<file path="src/rtl/maze_solver_dfs.sv">
// Depth-first maze search from (0,0) to (N-1,N-1) over an external 1-bit maze
// memory, keeping the move path on an internal stack and replaying it on Run.
module maze_solver_dfs #(
    parameter int COORD_W     = 4,
    parameter int STACK_DEPTH = 256,
    parameter int PTR_W       = 8
) (
    input  logic               CLK,
    input  logic               RST,
    input  logic               Start,
    input  logic               Run,
    input  logic               Dout,
    output logic               Fail,
    output logic               Done,
    output logic               Din,
    output logic               RD,
    output logic               WR,
    output logic [1:0]         Move,
    output logic               Move_valid,
    output logic [COORD_W-1:0] X,
    output logic [COORD_W-1:0] Y,
    output logic               Overflow,
    output logic [PTR_W-1:0]   Path_len
);
    // sp has to reach STACK_DEPTH itself (full stack), so it is wider than a stack index.
    localparam int SP_W  = $clog2(STACK_DEPTH + 1);
    localparam int IDX_W = (STACK_DEPTH > 1) ? $clog2(STACK_DEPTH) : 1;

    localparam logic [COORD_W-1:0] MAX_C   = '1;
    localparam logic [COORD_W-1:0] ONE_C   = COORD_W'(1);
    localparam logic [SP_W-1:0]    ONE_SP  = SP_W'(1);
    localparam logic [SP_W-1:0]    FULL_SP = SP_W'(STACK_DEPTH);
    localparam logic [2:0]         DIR_INC = 3'd1;

    typedef enum logic [3:0] {
        S_IDLE, S_MARK, S_PROBE, S_READ, S_CHECK,
        S_POP, S_DONE, S_REPLAY, S_RWAIT, S_FAIL
    } state_e;

    typedef enum logic [1:0] {
        DIR_UP    = 2'b00,
        DIR_RIGHT = 2'b01,
        DIR_LEFT  = 2'b10,
        DIR_DOWN  = 2'b11
    } dir_e;

    typedef struct packed {
        logic [COORD_W-1:0] x;
        logic [COORD_W-1:0] y;
        logic               ok;
    } cell_t;

    // One step from (x,y) in direction d; ok=0 when the step would leave the grid.
    function automatic cell_t step_cell(input logic [COORD_W-1:0] x,
                                        input logic [COORD_W-1:0] y,
                                        input logic [1:0]         d);
        cell_t c;
        c.x  = x;
        c.y  = y;
        c.ok = 1'b1;
        case (dir_e'(d))
            DIR_UP:    begin c.ok = (y != '0);    c.y = y - ONE_C; end
            DIR_RIGHT: begin c.ok = (x != MAX_C); c.x = x + ONE_C; end
            DIR_LEFT:  begin c.ok = (x != '0);    c.x = x - ONE_C; end
            default:   begin c.ok = (y != MAX_C); c.y = y + ONE_C; end
        endcase
        return c;
    endfunction

    state_e             state_q, state_d;
    logic [COORD_W-1:0] cur_x_q, cur_x_d, cur_y_q, cur_y_d;
    logic [COORD_W-1:0] cand_x_q, cand_x_d, cand_y_q, cand_y_d;
    logic [2:0]         dir_q, dir_d;
    logic [SP_W-1:0]    sp_q, sp_d;
    logic [SP_W-1:0]    idx_q, idx_d;
    logic               ovf_q, ovf_d;

    logic [1:0]         stack_q [STACK_DEPTH];
    logic [IDX_W-1:0]   rd_idx;
    logic [1:0]         top_dir;
    logic               push_en;
    logic [1:0]         step_dir;
    cell_t              step;

    // POP backs off along the opposite of the popped move; ~d swaps up/down and left/right.
    assign rd_idx   = (state_q == S_POP) ? IDX_W'(sp_q - ONE_SP) : IDX_W'(idx_q);
    assign top_dir  = stack_q[rd_idx];
    assign step_dir = (state_q == S_POP) ? ~top_dir : dir_q[1:0];
    assign step     = step_cell(cur_x_q, cur_y_q, step_dir);

    // NOTE: every signal written here gets a default first, so no latch can be inferred.
    always_comb begin
        state_d  = state_q;
        cur_x_d  = cur_x_q;
        cur_y_d  = cur_y_q;
        cand_x_d = cand_x_q;
        cand_y_d = cand_y_q;
        dir_d    = dir_q;
        sp_d     = sp_q;
        idx_d    = idx_q;
        ovf_d    = ovf_q;
        push_en  = 1'b0;
        case (state_q)
            S_IDLE: if (Start) begin
                state_d = S_MARK;
                cur_x_d = '0;
                cur_y_d = '0;
                sp_d    = '0;
            end
            S_MARK: begin
                if (cur_x_q == MAX_C && cur_y_q == MAX_C) begin
                    state_d = S_DONE;
                end else begin
                    dir_d   = '0;
                    state_d = S_PROBE;
                end
            end
            S_PROBE: begin
                if (dir_q[2]) begin
                    state_d = S_POP;
                end else if (step.ok) begin
                    cand_x_d = step.x;
                    cand_y_d = step.y;
                    state_d  = S_READ;
                end else begin
                    dir_d = dir_q + DIR_INC;
                end
            end
            S_READ: state_d = S_CHECK;
            S_CHECK: begin
                if (Dout) begin
                    dir_d   = dir_q + DIR_INC;
                    state_d = S_PROBE;
                end else if (sp_q == FULL_SP) begin
                    ovf_d   = 1'b1;
                    state_d = S_FAIL;
                end else begin
                    push_en = 1'b1;
                    sp_d    = sp_q + ONE_SP;
                    cur_x_d = cand_x_q;
                    cur_y_d = cand_y_q;
                    state_d = S_MARK;
                end
            end
            S_POP: begin
                if (sp_q == '0) begin
                    state_d = S_FAIL;
                end else begin
                    sp_d    = sp_q - ONE_SP;
                    cur_x_d = step.x;
                    cur_y_d = step.y;
                    dir_d   = {1'b0, top_dir} + DIR_INC;
                    state_d = S_PROBE;
                end
            end
            S_DONE: if (Run) begin
                idx_d   = '0;
                state_d = S_REPLAY;
            end
            S_REPLAY: begin
                if (sp_q == '0 || idx_q == sp_q - ONE_SP) begin
                    state_d = S_RWAIT;
                end else begin
                    idx_d = idx_q + ONE_SP;
                end
            end
            S_RWAIT: if (!Run) state_d = S_DONE;
            S_FAIL:  state_d = S_FAIL;
            default: state_d = S_IDLE;
        endcase
    end

    // NOTE: sequential state uses non-blocking assignments only.
    always_ff @(posedge CLK) begin
        if (RST) begin
            state_q  <= S_IDLE;
            cur_x_q  <= '0;
            cur_y_q  <= '0;
            cand_x_q <= '0;
            cand_y_q <= '0;
            dir_q    <= '0;
            sp_q     <= '0;
            idx_q    <= '0;
            ovf_q    <= 1'b0;
        end else begin
            state_q  <= state_d;
            cur_x_q  <= cur_x_d;
            cur_y_q  <= cur_y_d;
            cand_x_q <= cand_x_d;
            cand_y_q <= cand_y_d;
            dir_q    <= dir_d;
            sp_q     <= sp_d;
            idx_q    <= idx_d;
            ovf_q    <= ovf_d;
        end
    end

    // NOTE: the stack is plain storage with no reset; entries at or above sp are never read.
    always_ff @(posedge CLK) begin
        if (push_en) begin
            stack_q[IDX_W'(sp_q)] <= dir_q[1:0];
        end
    end

    // Outputs decode registered state only, so no input reaches an output combinationally.
    always_comb begin
        WR         = (state_q == S_MARK);
        Din        = (state_q == S_MARK);
        RD         = (state_q == S_READ);
        Done       = (state_q inside {S_DONE, S_REPLAY, S_RWAIT});
        Fail       = (state_q == S_FAIL);
        Overflow   = ovf_q;
        Move_valid = (state_q == S_REPLAY) && (sp_q != '0);
        Move       = Move_valid ? top_dir : 2'b00;
        Path_len   = Done ? PTR_W'(sp_q) : '0;
        if (state_q == S_READ || state_q == S_CHECK) begin
            X = cand_x_q;
            Y = cand_y_q;
        end else begin
            X = cur_x_q;
            Y = cur_y_q;
        end
    end

endmodule

</file>
<file path="config.mk">
export PLATFORM = sky130hd
export DESIGN_NAME = maze_solver_dfs
export DESIGN_NICKNAME = d
export VERILOG_FILES = /design/src/rtl/maze_solver_dfs.sv
export SDC_FILE = /design/constraint.sdc
export NUM_CORES = 1
export LEC_CHECK = 0
export CORE_MARGIN = 3
export CORE_UTILIZATION = 65
export DETAILED_ROUTE_END_ITERATION = 10
export PLACE_DENSITY_LB_ADDON = 0.2
export SLEW_MARGIN = 20
export SYNTH_ARGS = -nofsm -noshare
export SYNTH_HDL_FRONTEND = slang
export SYNTH_SLANG_ARGS = --single-unit
</file>
<file path="constraint.sdc">
create_clock -name CLK -period 10.44 [get_ports CLK]
set_input_delay 2.088 -clock CLK [delete_from_list [all_inputs] [get_ports CLK]]
set_output_delay 2.088 -clock CLK [all_outputs]
set_load 0.01 [all_outputs]
</file>
Yosys cells after proc, flatten, opt, wreduce, memory -nomap -nowiden
Memory sizes are Yosys's and may differ from the RTL's.
Index checks and enable logic that the tools add are counted.
{ "word_totals": {"register_bits": 42, "ramBits": 512, "inputBits": 5, "output_inout_bits": 25, "wordCells": 123, "n_memories": 1} }
{ "classes": {"add_sub_neg": 9, "eq_ne": 30, "muxes": 48, "bitwise_logic": 3, "reduce_logical": 22} }
{ "memory_table": {"columns": ["name", "depth", "word_bits", "read_ports", "rd_ports_with_merged_regs", "write_ports", "line_no", "text"], "rows": [
  ["stack_q", 256, 2, 1, 0, 1, "78", "logic [1:0] stack_q [STACK_DEPTH];"]
]} }
{ "op_table": {"columns": ["cell", "count"], "rows": [
  ["2-to-1 mux 4 bit", 18],
  ["2-to-1 mux 9 bit", 6],
  ["one-hot mux 4 bit (10 select lines)", 1],
  ["one-hot mux 9 bit (3 select lines)", 1],
  ["!= test 2 bit, second input constant", 12],
  ["one-hot mux 4 bit (3 select lines)", 2],
  ["adder 9 x 1 -> 9 bit, second input constant", 2],
  ["2-to-1 mux 3 bit", 6],
  ["one-hot mux 9 bit (2 select lines)", 1],
  ["equality test 4 x 3 -> 1 bit, second input constant", 4],
  ["equality test 4 bit, second input constant", 4],
  ["2-to-1 mux 8 bit", 2],
  ["one-hot mux 4 bit (2 select lines)", 2],
  ["one-hot mux 3 bit (4 select lines)", 1],
  ["nonzero test 4 bit", 3],
  ["AND reduction 5 bit", 2],
  ["equality test 9 bit", 1],
  ["equality test 9 bit, second input constant", 1],
  ["logical NOT 9 bit", 1],
  ["AND reduction 3 bit", 3],
  ["nonzero test 9 bit", 1],
  ["subtractor 9 x 1 -> 9 bit, second input constant", 1],
  ["adder 4 x 1 -> 4 bit, second input constant", 2],
  ["equality test 4 x 2 -> 1 bit, second input constant", 2],
  ["22 further kinds", 33]
]} }

Logic depth before layout (Yosys ltp)
An unclocked memory read counts as a cell.
{ "logic_depth": {"ltp_word": 10, "depth_mapped": 24, "depth_no_buf": 20} }

Worst setup path after synthesis
No wires, ideal clock.
{ "synth_timing": {"path_type": "flip-flop to flip-flop", "startpoint": "register dir_q[0]", "endpoint": "register dir_q[0]", "setup_ns": 0.296, "arrival_ns": 5.382, "required_time_ns": 10.144, "slack_ns": 4.762, "path_stages_with_launch": 10, "n_path_buf": 0, "synth_period_minus_slack_ns": 5.678, "path_cell_list": "dfxtp_1 nand2_1 o21ai_2 inv_1 ha_1 o21a_1 a211o_2 a31o_2 mux2i_1 o22ai_1"} }
{ "synth_via": {"elab_chain_len": 5, "word_cells_on_any_way": 12, "cone_classes": "1 x add/sub; 3 x eq/ne; 6 x mux; 2 x reduce/logical"} }
{ "synth_rtl": {"columns": ["element", "line_no", "text"], "rows": [
  ["from (decl)", "73", "logic [2:0] dir_q, dir_d;"],
  ["from (signal assigned)", "191", "dir_q <= dir_d;"],
  ["2-to-1 mux 2 bit", "88", "assign step_dir = (state_q == S_POP) ? ~top_dir : dir_q[1:0];"],
  ["equality test 2 bit, or another cell as far along", "61", "case (dir_e'(d))"],
  ["one-hot mux 1 bit (3 select lines)", "61", null],
  ["!= test 2 bit (no line)", null, null],
  ["AND reduction 6 bit (no line)", null, null]
]} }
Parallel ways exist; a longest one is shown, timed or not. The select of a mux whose other input is x is not followed.
A chain may end at the register's enable or synchronous reset.

Final worst setup path
{ "layout_timing": {"startpoint": "register state_q[2]", "endpoint": "output Move[0]"} }
{ "layout_via": {"elab_chain_len": 4, "word_cells_on_any_way": 6, "cone_classes": "2 x eq/ne; 2 x mux; 1 x reduce/logical; 1 x memory"} }
{ "layout_rtl": {"columns": ["element", "line_no", "text"], "rows": [
  ["from (decl)", "70", "state_e state_q, state_d;"],
  ["from (signal assigned)", "186", "state_q <= state_d;"],
  ["equality test 4 x 3 -> 1 bit", "86", "assign rd_idx = (state_q == S_POP) ? IDX_W'(sp_q - ONE_SP) : IDX_W'(idx_q);"],
  ["2-to-1 mux 8 bit", "86", null],
  ["memory read (256 x 2 bit)", null, null],
  ["2-to-1 mux 2 bit *", "214", "Move = Move_valid ? top_dir : 2'b00;"],
  ["to (decl)", "18", "output logic [1:0] Move,"]
]} }
Every way passes the cells marked *; elsewhere a longest branch is shown, timed or not.

==> out/metrics.yaml <==
synth_xor_area_share_pct: 1.13
power_density_nw_per_um2: 209
cts_setup_buffers: 0
netlist_area_um2: 24800
yosys-top-cells-area: "edfxtp_1 62%, mux4_2 5.0%, nor2_1 5.0%, nand2_1 4.2%, dfxtp_1 3.4%"
layout_commonest_cell: "edfxtp_1"
synth-edff-count: 512
synth_seq_cells: 554
die_height_um: 201
drcViolationCount: 0
design.core.area_um2: 37000
hold_viol: 0
yosysUniqueCellTypes: 89
place_area_um2: 25300
design_area_um2: 27100
p_leak_nw: 8.29
area_delta_synth_final_pct: 9.61
cts_root_buf: "clkbuf_16"
first_pass_iters: 6
nets: 1948
synth_compound_area_share_pct: 7.18
rows: 70
hold_depth: 2
vias: 17000
syn_avg_cell_area_um2: 12.7
yosysTopAreaCellShare_pct: 62.1
grt_max_degree: 144
ys.warnings.count: 0
routed_via_density: 6.86
criticalPathCategory: "flip-flop to primary output"
final_cell_mix: "512 x edfxtp_1, 329 x nor2_1, 269 x nand2_1"
timing.fmax_ghz: 0.126
clockBufferDepth: 3
numCtsBuffers: 53
syn-num-nets: 1967
final_util_pct: 73.3
outcome: "finished, final reports clean"
cap_violations: 0
tightest_slew_ns: 1.21
critPathMaxFanout: 37
yosys.area.top_type: "edfxtp_1"
cp.arrival_ns: 5.85
wire_per_inst_um: 26.7
muxShareOfSynthArea_pct: 8.01
synth_fa_ha_area_share_pct: 0.687
htree_num_levels: 2
grt_overflow: 0
finalMaxSlewViolations: 0
syn_inst: 1949
path_clk_slew_ns: 0.07
dpl.hpwl_um: 39700
worstSetupEndpointType: "primary output"
finalClockSkew_ns: 0.0186
post_cts_resized: 0
start_util_pct: 66.8
dieArea_um2: 40500
ys.flop_type: "edfxtp_1"
drtAntennaViolNets: 0
async_flop_share_pct: 0
wl_um: 66200
antenna_found_initial: 0
grt_first_pass_wirelength_um: 99400
slew_headroom_pct: 19.4
vdd_ir_drop_max_mv: 0.220
drt-initial-drc-count: 2603
period_needed_ns: 7.94
grt_pass1_vias: 16500
insertion_delay_ns: 0.61
fin_tns_setup_ns: 0
synth_top_family_by_area: "simple AND/OR/NAND/NOR gates"
cp_data_required_time_ns: 8.35
startpoint_type: "flip-flop"
place.gp.congestion: 0.937
total_power_mw: 5.68
cts_tree: "yes"
worst_r2r_path_depth: 17
setup-violations-final: 0
ys_seq_area_share_pct: 65.5
rsz0062_at_grt: "no"
die_w_um: 201
cts_hold_buf: 0
hold_path_class: "flip-flop to flip-flop"
cts.sink_count: 554
io_buffers: 29
io_pins: 30
antenna_cells: 0
grt_usage_pct: 32.6
drive_gt1_share_pct: 11.8
period_share_pct: 76.0
synthSimpleGateAreaFrac_pct: 14.5
[synthesized netlist by cell type (all sizes together), types with 6 or more instances]
cell and instances:
a221oi 6, or4 7, and2 10, nand4 14
a31oi 27, nor2 330, edfxtp 512, a21oi 59
o22ai 7, nor4 7, nor3 32, a211oi 15
mux2i 58, xor2 13, nand2 278, inv 17
ha 12, mux4 55, nand3 90, clkbuf 72
nand2b 11, and3 8, a22oi 12, nor2b 10
a32oi 36, o31ai 8, buf 63, o21ai 29
or3 7, mux2 12, dfxtp 42, xnor2 19
[layer usage]
layer  vias to the layer above  GRT usage, %  routed length, um
met1                      8307          45.2              24200
met3                       221          7.41               8240
met5                         -             0                  0
met2                      1239          50.4              30800
li1                       7219             -                  -
met4                         0          14.1               2960
[sequential cells by signal (all words and copies together) (netlist names), 3 cells and up]
name / count
dir_q: 3
state_q: 4
cur_x_q: 4
cand_x_q: 4
cur_y_q: 4
cand_y_q: 4
sp_q: 9
stack_q: 512
idx_q: 9
[cell families (layout without fill, tap and decap cells)]
kind of cell	after synthesis	in the layout
flip-flops	554	554
adder cells (fa/ha/maj)	13	13
buffers and inverters	153	176
multiplexers	125	125
AO/OA/AOI/OAI	250	250
XOR/XNOR	32	32
AND/OR/NAND/NOR	822	822
[stage by stage]
| step | hold WS (ns) | std cells | setup slack [ns] |
|---|---|---|---|
| after global placement | 0.432 | 2379 | 3.28 |
| after detailed placement | 0.444 | 2379 | 3.14 |
| final | 0.455 | 2476 | 2.50 |
| after CTS | 0.457 | 2476 | 2.51 |
| after floorplan | 0.470 | 1949 | 4.76 |
| after global routing | 0.494 | 2476 | 2.18 |
[path summary, 6_finish.rpt]
path | end | start | slack (ns)
worst max-delay path | Move[0] | state_q[2] | 2.50
worst min-delay path | Overflow | Overflow | 0.45
worst min register to register | Overflow | Overflow | 0.45
worst max register to register | cur_y_q[3] | state_q[2] | 3.52
[worst max-delay path: stages, from the launching register on]
cell             delay (ns)
dfxtp_1                0.75
and4bb_4               0.69
mux2i_4                0.30
buf_4                  0.60
buf_4                  0.60
mux4_2                 0.56
and2_1                 0.16
a211oi_1               0.28
nor4_1                 0.11
nand4_1                0.13
nand4_2                0.30
and2_1                 0.25
clkdlybuf4s50_1        0.48
[final cells by class]
cell class | count | area (um^2)
fillers | 2423 | 9910
multi-input cells | 1242 | 7850
clock buffers | 72 | 1500
repair buffers | 61 | 554
flip-flops and latches | 554 | 16200
inverters | 18 | 67.6
well taps | 504 | 631
clock inverters | 25 | 313
[report_power, final]
group          switching (mW)  total (mW)  internal, mW  leakage, nW
sequential             0.0682        2.57          2.50         4.68
clock                   0.825        2.00          1.18        0.888
combinational           0.738        1.11         0.372         2.72
Note: power is estimated with default switching activity, not from simulation.
